<file path="config.mk">
export PLATFORM = sky130hd
export DESIGN_NAME = ahb_arbiter_flat
export DESIGN_NICKNAME = d
export VERILOG_FILES = /design/src/rtl/ahb_arbiter_if.sv /design/src/rtl/ahb_arbiter.sv /design/src/flat_wrapper.sv
export SDC_FILE = /design/constraint.sdc
export NUM_CORES = 1
export LEC_CHECK = 0
export ABC_AREA = 1
export BUFFER_PORTS_ARGS = -buffer_cell sky130_fd_sc_hd__buf_2
export CELL_PAD_IN_SITES_DETAIL_PLACEMENT = 0
export CELL_PAD_IN_SITES_GLOBAL_PLACEMENT = 2
export CORE_ASPECT_RATIO = 2
export CORE_UTILIZATION = 27
export DETAILED_ROUTE_END_ITERATION = 12
export HOLD_SLACK_MARGIN = 0.15
export PLACE_DENSITY = 0.84
export SLEW_MARGIN = 20
export SYNTH_ARGS = -nofsm -noshare
export SYNTH_HDL_FRONTEND = slang
export SYNTH_SLANG_ARGS = --single-unit
</file>
<file path="constraint.sdc">
create_clock -name hclk -period 1.63 [get_ports hclk]
set_input_delay 0.326 -clock hclk [delete_from_list [all_inputs] [get_ports hclk]]
set_output_delay 0.326 -clock hclk [all_outputs]
set_load 0.05 [all_outputs]
</file>
<file path="src/rtl/ahb_arbiter_if.sv">
// Arbitration signals between the AHB masters/bus fabric and the arbiter.
// "master" is the requesting side; "slave" is the arbiter's view.
interface ahb_arbiter_if #(
  parameter int NUM_MST = 4,
  parameter int MST_W   = $clog2(NUM_MST)
) ();
  logic [NUM_MST-1:0] hbusreq;
  logic [NUM_MST-1:0] hlock;
  logic [1:0]         htrans;
  logic [2:0]         hburst;
  logic               hready;
  logic [NUM_MST-1:0] hgrant;
  logic [MST_W-1:0]   hmaster;
  logic               hmastlock;

  modport master (
    output hbusreq, hlock, htrans, hburst, hready,
    input  hgrant, hmaster, hmastlock
  );

  modport slave (
    input  hbusreq, hlock, htrans, hburst, hready,
    output hgrant, hmaster, hmastlock
  );
endinterface

</file>
<file path="src/rtl/ahb_arbiter.sv">
// Round-robin AHB arbiter: keeps fixed-length bursts and locked sequences whole,
// hands the address phase over one ready cycle after the grant, parks on DEFAULT_MST.
module ahb_arbiter #(
  parameter int NUM_MST     = 4,
  parameter int MST_W       = $clog2(NUM_MST),
  parameter int DEFAULT_MST = 0
) (
  input  logic         hclk,
  input  logic         hreset_n,
  ahb_arbiter_if.slave bus
);

  localparam logic [1:0] TR_IDLE   = 2'b00;
  localparam logic [1:0] TR_BUSY   = 2'b01;
  localparam logic [1:0] TR_NONSEQ = 2'b10;
  localparam logic [1:0] TR_SEQ    = 2'b11;

  typedef enum logic [1:0] {
    ST_PARK,
    ST_BURST,
    ST_LOCKED
  } state_e;

  state_e             state_q, state_d;
  logic [4:0]         cnt_q, cnt_d;
  logic [NUM_MST-1:0] hgrant_q, hgrant_d;
  logic [MST_W-1:0]   gnt_idx_q, gnt_idx_d;
  logic [MST_W-1:0]   hmaster_q, hmaster_d;
  logic               hmastlock_q, hmastlock_d;

  logic [NUM_MST-1:0] lock_req;
  logic               incr;
  logic               last_beat;
  logic               settled;
  logic               hold_lock;
  logic               rearb;
  logic [MST_W:0]     pick_res;
  logic               pick_found;
  logic [MST_W-1:0]   pick_idx;

  function automatic logic [4:0] burst_len_f(input logic [2:0] hb);
    logic [4:0] len;
    case (hb)
      3'b010, 3'b011: len = 5'd4;
      3'b100, 3'b101: len = 5'd8;
      3'b110, 3'b111: len = 5'd16;
      default:        len = 5'd1;   // SINGLE, and INCR which never counts
    endcase
    return len;
  endfunction

  // Returns {found, index}: first requester after base, base itself considered last.
  function automatic logic [MST_W:0] rr_pick(input logic [MST_W-1:0]   base,
                                             input logic [NUM_MST-1:0] req);
    logic [MST_W-1:0] pick;
    logic             found;
    int               idx;
    pick  = MST_W'(DEFAULT_MST);
    found = 1'b0;
    for (int i = 1; i <= NUM_MST; i++) begin
      idx = int'(base) + i;
      if (idx >= NUM_MST) idx = idx - NUM_MST;
      if (!found && req[idx[MST_W-1:0]]) begin
        found = 1'b1;
        pick  = idx[MST_W-1:0];
      end
    end
    return {found, pick};
  endfunction

  assign lock_req   = bus.hbusreq & bus.hlock;
  assign incr       = (bus.hburst == 3'b001);
  assign pick_res   = rr_pick(hmaster_q, bus.hbusreq);
  assign pick_found = pick_res[MST_W];
  assign pick_idx   = pick_res[MST_W-1:0];

  // While a new grant is still waiting for ownership, htrans belongs to the old owner.
  assign settled = (gnt_idx_q == hmaster_q);

  always_comb begin
    last_beat = 1'b0;
    case (bus.htrans)
      TR_IDLE:   last_beat = 1'b1;
      TR_BUSY:   last_beat = incr;
      TR_NONSEQ: last_beat = incr || (burst_len_f(bus.hburst) == 5'd1);
      TR_SEQ:    last_beat = incr || (cnt_q == 5'd1);
      default:   last_beat = 1'b0;
    endcase
  end

  always_comb begin
    state_d     = state_q;
    cnt_d       = cnt_q;
    hgrant_d    = hgrant_q;
    gnt_idx_d   = gnt_idx_q;
    hmaster_d   = hmaster_q;
    hmastlock_d = hmastlock_q;
    hold_lock   = 1'b0;
    rearb       = 1'b0;

    case (state_q)
      ST_LOCKED: hold_lock = lock_req[hmaster_q];
      default:   hold_lock = 1'b0;
    endcase

    if (bus.hready) begin
      hmaster_d   = gnt_idx_q;
      hmastlock_d = lock_req[gnt_idx_q];

      if (bus.htrans == TR_NONSEQ)
        cnt_d = burst_len_f(bus.hburst) - 5'd1;
      else if (bus.htrans == TR_SEQ && cnt_q != 5'd0)
        cnt_d = cnt_q - 5'd1;

      rearb = settled && last_beat && !hold_lock;
      if (rearb) begin
        gnt_idx_d = pick_idx;
        hgrant_d  = NUM_MST'(1) << pick_idx;
        if (!pick_found)
          state_d = ST_PARK;
        else if (lock_req[pick_idx])
          state_d = ST_LOCKED;
        else
          state_d = ST_BURST;
      end
    end
  end

  always_ff @(posedge hclk or negedge hreset_n) begin
    if (!hreset_n) begin
      state_q     <= ST_PARK;
      cnt_q       <= 5'd0;
      hgrant_q    <= NUM_MST'(1) << DEFAULT_MST;
      gnt_idx_q   <= MST_W'(DEFAULT_MST);
      hmaster_q   <= MST_W'(DEFAULT_MST);
      hmastlock_q <= 1'b0;
    end else begin
      state_q     <= state_d;
      cnt_q       <= cnt_d;
      hgrant_q    <= hgrant_d;
      gnt_idx_q   <= gnt_idx_d;
      hmaster_q   <= hmaster_d;
      hmastlock_q <= hmastlock_d;
    end
  end

  assign bus.hgrant    = hgrant_q;
  assign bus.hmaster   = hmaster_q;
  assign bus.hmastlock = hmastlock_q;

endmodule

</file>
<file path="src/flat_wrapper.sv">
// flat-port wrapper written by rule: the top's interface ports become plain ports
module ahb_arbiter_flat 
#(
  parameter int NUM_MST     = 4,
  parameter int MST_W       = $clog2(NUM_MST),
  parameter int DEFAULT_MST = 0
)
  (hclk, hreset_n, bus_hbusreq, bus_hlock, bus_htrans, bus_hburst, bus_hready, bus_hgrant, bus_hmaster, bus_hmastlock);
  ahb_arbiter_if #(.NUM_MST(NUM_MST), .MST_W(MST_W)) bus_i ();
  input  logic hclk;
  input  logic hreset_n;
  input wire logic [$bits(bus_i.hbusreq)-1:0] bus_hbusreq;
  input wire logic [$bits(bus_i.hlock)-1:0] bus_hlock;
  input wire logic [$bits(bus_i.htrans)-1:0] bus_htrans;
  input wire logic [$bits(bus_i.hburst)-1:0] bus_hburst;
  input wire logic [$bits(bus_i.hready)-1:0] bus_hready;
  output wire logic [$bits(bus_i.hgrant)-1:0] bus_hgrant;
  output wire logic [$bits(bus_i.hmaster)-1:0] bus_hmaster;
  output wire logic [$bits(bus_i.hmastlock)-1:0] bus_hmastlock;
  assign bus_i.hbusreq = bus_hbusreq;
  assign bus_i.hlock = bus_hlock;
  assign bus_i.htrans = bus_htrans;
  assign bus_i.hburst = bus_hburst;
  assign bus_i.hready = bus_hready;
  assign bus_hgrant = bus_i.hgrant;
  assign bus_hmaster = bus_i.hmaster;
  assign bus_hmastlock = bus_i.hmastlock;
  ahb_arbiter #(.NUM_MST(NUM_MST), .MST_W(MST_W), .DEFAULT_MST(DEFAULT_MST)) u_core (.hclk(hclk), .hreset_n(hreset_n), .bus(bus_i));
endmodule
</file>
==> results of run 1 <==
[kinds of logic after synthesis]
family | share of synthesized area
simple gates | 0.387
compound gates | 0.142
buf+inv | 0.0982
fa+ha+maj | 0.0301
flops | 0.322
xor+xnor | 0.0210
[cells in the mapped netlist]
cell      count
a22oi_1       2
nand2_2      14
nor2_1        7
nand4_1       3
o22ai_1       2
inv_4         1
dfstp_2       1
nand2_1      53
a31oi_1       1
nor3_4        1
inv_1        21
buf_6         2
dfrtp_1      15
nor2_8        1
nand3_1      14
nor2_4        1
nand2_4       1
xor2_1        3
ha_1          3
inv_8         1
and3_1        1
nor2_2        1
a21boi_0      1
a21oi_1       8
nand3_2       1
a21boi_1      1
clkbuf_1      1
o21ai_2       1
o21ai_0      13
o21ai_1       3
[area by class of cell]
| class | instances | area (µm²) |
|---|---|---|
| inverter | 23 | 108 |
| timing repair buffer | 50 | 343 |
| multi-input combinational | 136 | 953 |
| sequential | 16 | 404 |
| fill | 464 | 2450 |
| tap | 54 | 67.6 |
| clock buffer | 4 | 55.1 |
[power by group through the flow]
stage | logic, mW | clock network, mW | registers (mW)
2_1_floorplan | 1.22 | 0 | 0.961
3_3_place_gp | 2.14 | 0 | 0.743
3_5_place_dp | 2.12 | 0 | 0.744
4_1_cts | 2.32 | 0.358 | 0.719
5_1_grt | 3.02 | 0.382 | 0.749
6_report | 2.77 | 0.352 | 0.724
[flip-flops by register name (all words and copies together), names as in the netlist]
register	count
u_core.cnt_q	5
u_core.bus.hmaster	2
u_core.bus.hmastlock	1
u_core.gnt_idx_q	2
u_core.state_q	2
u_core.bus.hgrant	4
[metrics by stage]
step,total power [mW],std cells,util,area (µm²)
final,3.85,283,0.441,1930
after CTS,3.40,283,0.394,1730
after floorplan,2.18,178,-,1250
after global routing,4.15,283,0.441,1930
after global placement,2.88,276,0.364,1590
after detailed placement,2.87,276,0.364,1590
[per-layer routing]
layer,part of all wire,vias up
met5,0,-
met4,0.034,0
met3,0.015,12
met2,0.63,24
met1,0.32,605
li1,-,675
[worst min path at each step]
| stage | cells after the start | to | slack (ns) | from |
|---|---|---|---|---|
| after floorplan | 0 | u_core.bus.hgrant[1] | 0.03 | hreset_n |
| after global placement | 1 | u_core.state_q[1] | 0.27 | hreset_n |
| after detailed placement | 1 | u_core.state_q[1] | 0.27 | hreset_n |
| after CTS | 2 | u_core.bus.hmaster[0] | 0.32 | bus_hready |
| after global routing | 2 | u_core.bus.hmaster[0] | 0.34 | bus_hready |
| final | 2 | u_core.bus.hmaster[0] | 0.33 | bus_hready |
[repair_timing]
item / in CTS / in global routing
endpoints found under the hold margin: 15 / 0
pin swaps: 5 / 21
gates resized for setup: 14 / 51
hold buffers: 1 / 0
endpoints found under the setup margin: 7 / 9
buffers inserted: 2 / 0
==> out/metrics.csv, run 1 <==
metric,value,unit
status,"finished, violations left",
failing checks,setup timing,
Die Span Y,98.2,µm
pre-CTS worst setup slack,-0.0984,ns
fin nets,249,
Critical-path top delay cell,dfrtp_2,
Final ANT Viol Nets,0,
Buf/Inv on CP,3,
vias in the first global route,1318,
Std-Cell Rows,34,
"area leader, netlist",dfrtp_1,
Mean Syn Cell Area,7.02,µm²
Via-to-Cell Ratio,4.65,
"most common cell after layout, fill and taps aside",nand2_1,
"Clk pin slew, worst setup/hold paths",0.07,ns
#FFs+latches synth,16,
ANT cells,0,
largest net degree at the start of global routing,17,
grt met1 use,0.128,
port bufs,22,
post-DP HPWL,2.97,mm
DRT iter0 DRCs,19,
Stages on worst setup path,11,
final max-slew violation count,0,
layout cells sized above 1,0.489,
Post-Syn Instances,178,
hold crit path type,in2reg,
crit path max fanout,9,
critical path type,reg2reg,
met3 GRT Util,0.0140,
worst r2r dst,u_core.bus.hgrant[0],
Hold WS,0.327,ns
Pwr Density,1990,mW/mm²
internal power,1.88,mW
die width,50.1,µm
initial antenna violation count,0,
RSZ-0062 raised after global routing,yes,
Worst setup SP type,flop,
sequential share of power,0.188,
Comb pwr share,0.720,
GR Overflow Total,0,
crit path DAT,1.93,ns
clock network fraction of design power,0.092,
GPL Wtd Cong,0.768,
H-tree levels,1,
critical-path cell list,"buf_12, inv_16, nand2_4, buf_4, o22ai_2, nor2_2, nor3_4, nor2_8, nand2_4, o21ai_1, a21oi_1",
WL/cell,12.9,µm
Pleak,0.996,nW
Netlist cell types,30,
most frequent cells in the layout,"nand2_1, buf_4, nand2_4, buf_2, inv_1",
post-synthesis cell area,0.00125,mm²
"Req. time, crit path",1.81,ns
Switching Share,0.511,
TritonCTS clock tree,done,
DR DRC count,0,
DIE AREA,0.00492,mm²
io pins,23,
fin crit period,1.74,ns
Via Count,1316,
"slowest stage delay, CP",0.44,ns
TritonCTS Buffers,3,
Root Driver,clkbuf_8,
Final Setup Violations,8,
"Area growth, synth to finish",54.6,%
max-capacitance violation count,0,
GRT Total Usage,0.158,
clk_lat worst skew,0.25,ns
Tcrit/Tclk final,1.07,
total routed wirelength,3.64,mm
first-pass GRT wire length,5.74,mm
final hold viol count,0,
Slew @ Worst Pin,0.387,ns
Crit path max-delay family,simple AND/OR/NAND/NOR gates,
most frequent cell on the critical path,nand2_4,
RR Startpoint,u_core.bus.hmaster[0],
CTS sink cnt,16,
Max Clk Rate,574,MHz
synth warn,0,
Initial Utilization,0.285,
Slew headroom,0.742,
nature of the critical path endpoint,flop,
"Seq/Total Area, Yosys",0.322,
core footprint,0.00438,mm²
met2 Use GR,0.331,
Net Switching,1.97,mW
syn_nets,197,
clk buf depth,2,
Worst Skew,0.00418,ns
r2r worst-path depth,11,
Setup WS post-layout,-0.113,ns
Worst VDD drop,0.00118,V
reg2reg setup slack,-0.11,ns
Most Crowded Layer GR,met2,
post-synth top area share,0.301,
Critical Path Sink,u_core.bus.hgrant[0],
Worst Setup SP,u_core.bus.hmaster[0],
setup TNS,-0.635,ns
Area contributors post-synth,"dfrtp_1, nand2_1, nand2_2",
First-pass DRT Iterations,3,
Power figures use the tool's default switching activity.
==> run 2: changes to the inputs <==
clock period = 1.5 ns   (was 1.63 ns; I/O delays follow)
==> out/metrics.csv, run 2 (same netlist as run 1, synthesis figures left out) <==
metric,value,unit
Tcrit/Tclk final,1.18,
status,"finished, violations left",
Via-to-Cell Ratio,4.67,
hold crit path type,in2reg,
Pwr Density,2120,mW/mm²
"Area growth, synth to finish",58.7,%
Top reg by flops,u_core.cnt_q,
critical path type,reg2reg,
fin crit period,1.76,ns
io pins,23,
die width,50.1,µm
most frequent cells in the layout,"buf_4, nand2_1, nand2_2, buf_2, inv_1",
Slew @ Worst Pin,0.390,ns
Final Setup Violations,9,
Multi-input gate area,938,µm²
max-capacitance violation count,0,
FF/Latch Area,404,µm²
RSZ-0062 raised after global routing,yes,
max reg flops,5,
Critical-path top delay cell,dfrtp_2,
GPL Wtd Cong,0.811,
most frequent cell on the critical path,buf_4,
GR Overflow Total,0,
largest net degree at the start of global routing,17,
Die Span Y,98.2,µm
CTS sink cnt,16,
crit path max fanout,8,
vias in the first global route,1395,
final hold viol count,0,
First-pass DRT Iterations,3,
Via Count,1369,
clk buf depth,2,
total routed wirelength,3.74,mm
"slowest stage delay, CP",0.44,ns
Final ANT Viol Nets,0,
crit path DAT,1.91,ns
pre-CTS worst setup slack,-0.253,ns
setup TNS,-1.83,ns
DIE AREA,0.00492,mm²
Pwr Total,4.21,mW
WL/cell,12.8,µm
"most common cell after layout, fill and taps aside",buf_4,
DRT iter0 DRCs,12,
Max Clk Rate,567,MHz
DR DRC count,0,
post-DP HPWL,3.00,mm
Root Driver,clkbuf_8,
nature of the critical path endpoint,flop,
Worst Skew,0.00254,ns
Setup WS post-layout,-0.264,ns
port bufs,22,
core footprint,0.00438,mm²
Worst setup SP type,flop,
H-tree levels,1,
first-pass GRT wire length,6.00,mm
Initial Utilization,0.285,
TritonCTS Buffers,3,
Std-Cell Rows,34,
Slew headroom,0.740,
Final Non-Filler Cells,293,
ANT cells,0,
fin nets,259,
critical-path cell list,"buf_12, inv_12, nand2_4, buf_4, o22ai_4, nor2_2, nor3_4, buf_4, nor2_4, nand3_1, nand2_1",
initial antenna violation count,0,
GRT Total Usage,0.164,
placed cells,281,
layout cells sized above 1,0.515,
Hold WS,0.310,ns
clk_lat worst skew,0.25,ns
Worst VDD drop,0.00125,V
fill cell count,479,
TritonCTS clock tree,done,
"Req. time, crit path",1.65,ns
"Clk pin slew, worst setup/hold paths",0.06,ns
Pleak,1.02,nW
final max-slew violation count,0,
failing checks,setup timing,
run 2: through the flow:
stage | utilization | instance area (µm²)
after floorplan | - | 1250
final | 0.452 | 1980
after CTS | 0.414 | 1820
after global placement | 0.372 | 1630
after detailed placement | 0.372 | 1630
after global routing | 0.452 | 1980
run 2: repair_timing:
| item | CTS | global route |
|---|---|---|
| pin swaps | 15 | 14 |
| hold endpoints to repair | 15 | 0 |
| endpoints found under the setup margin | 9 | 12 |
| hold buffers | 1 | 0 |
| setup buffers | 3 | 3 |
| cloned | 0 | 1 |
| gates resized for setup | 25 | 35 |
run 2: cell type report:
class,instances,area share
sequential,16,0.204
clock buffer,4,0.0278
timing repair buffer,59,0.208
tap,54,0.0341
inverter,23,0.0524
multi-input combinational,137,0.473
run 2: final timing paths:
path | to | cells past startpoint | slack, ns | from
min in group asynchronous | u_core.state_q[1] | 2 | 0.50 | hreset_n
hold reg to reg | u_core.state_q[1] | 2 | 0.49 | u_core.state_q[1]
setup reg to reg | u_core.state_q[1] | 11 | -0.26 | u_core.bus.hmaster[0]
max in group asynchronous | u_core.bus.hgrant[0] | 2 | 0.69 | hreset_n
setup / recovery | u_core.state_q[1] | 11 | -0.26 | u_core.bus.hmaster[0]
hold / removal | u_core.bus.hmaster[1] | 3 | 0.31 | bus_hready
run 2: where the power goes:
| part | total, mW | leakage [nW] | switching (mW) | internal, mW |
|---|---|---|---|---|
| Combinational | 3.02 | 0.797 | 1.80 | 1.22 |
| Clock | 0.387 | 0.0288 | 0.153 | 0.233 |
| Sequential | 0.799 | 0.195 | 0.165 | 0.635 |
| Total | 4.21 | 1.02 | 2.12 | 2.09 |
run 2: worst max-delay path, delay by kind of cell (launching register included):
family | cells | cell delay [ns]
and+or+nand+nor | 6 | 0.57
buffers and inverters | 4 | 0.55
DFF | 1 | 0.44
AOI/OAI and AO/OA | 1 | 0.10
run 2: routing by layer:
metal  part of all wire  GRT usage  up-vias
met4              0.031     0.0791        0
li1                   -          -      697
met1               0.30      0.129      643
met3              0.017     0.0140        9
met2               0.65      0.355       20
met5                  0          0        -
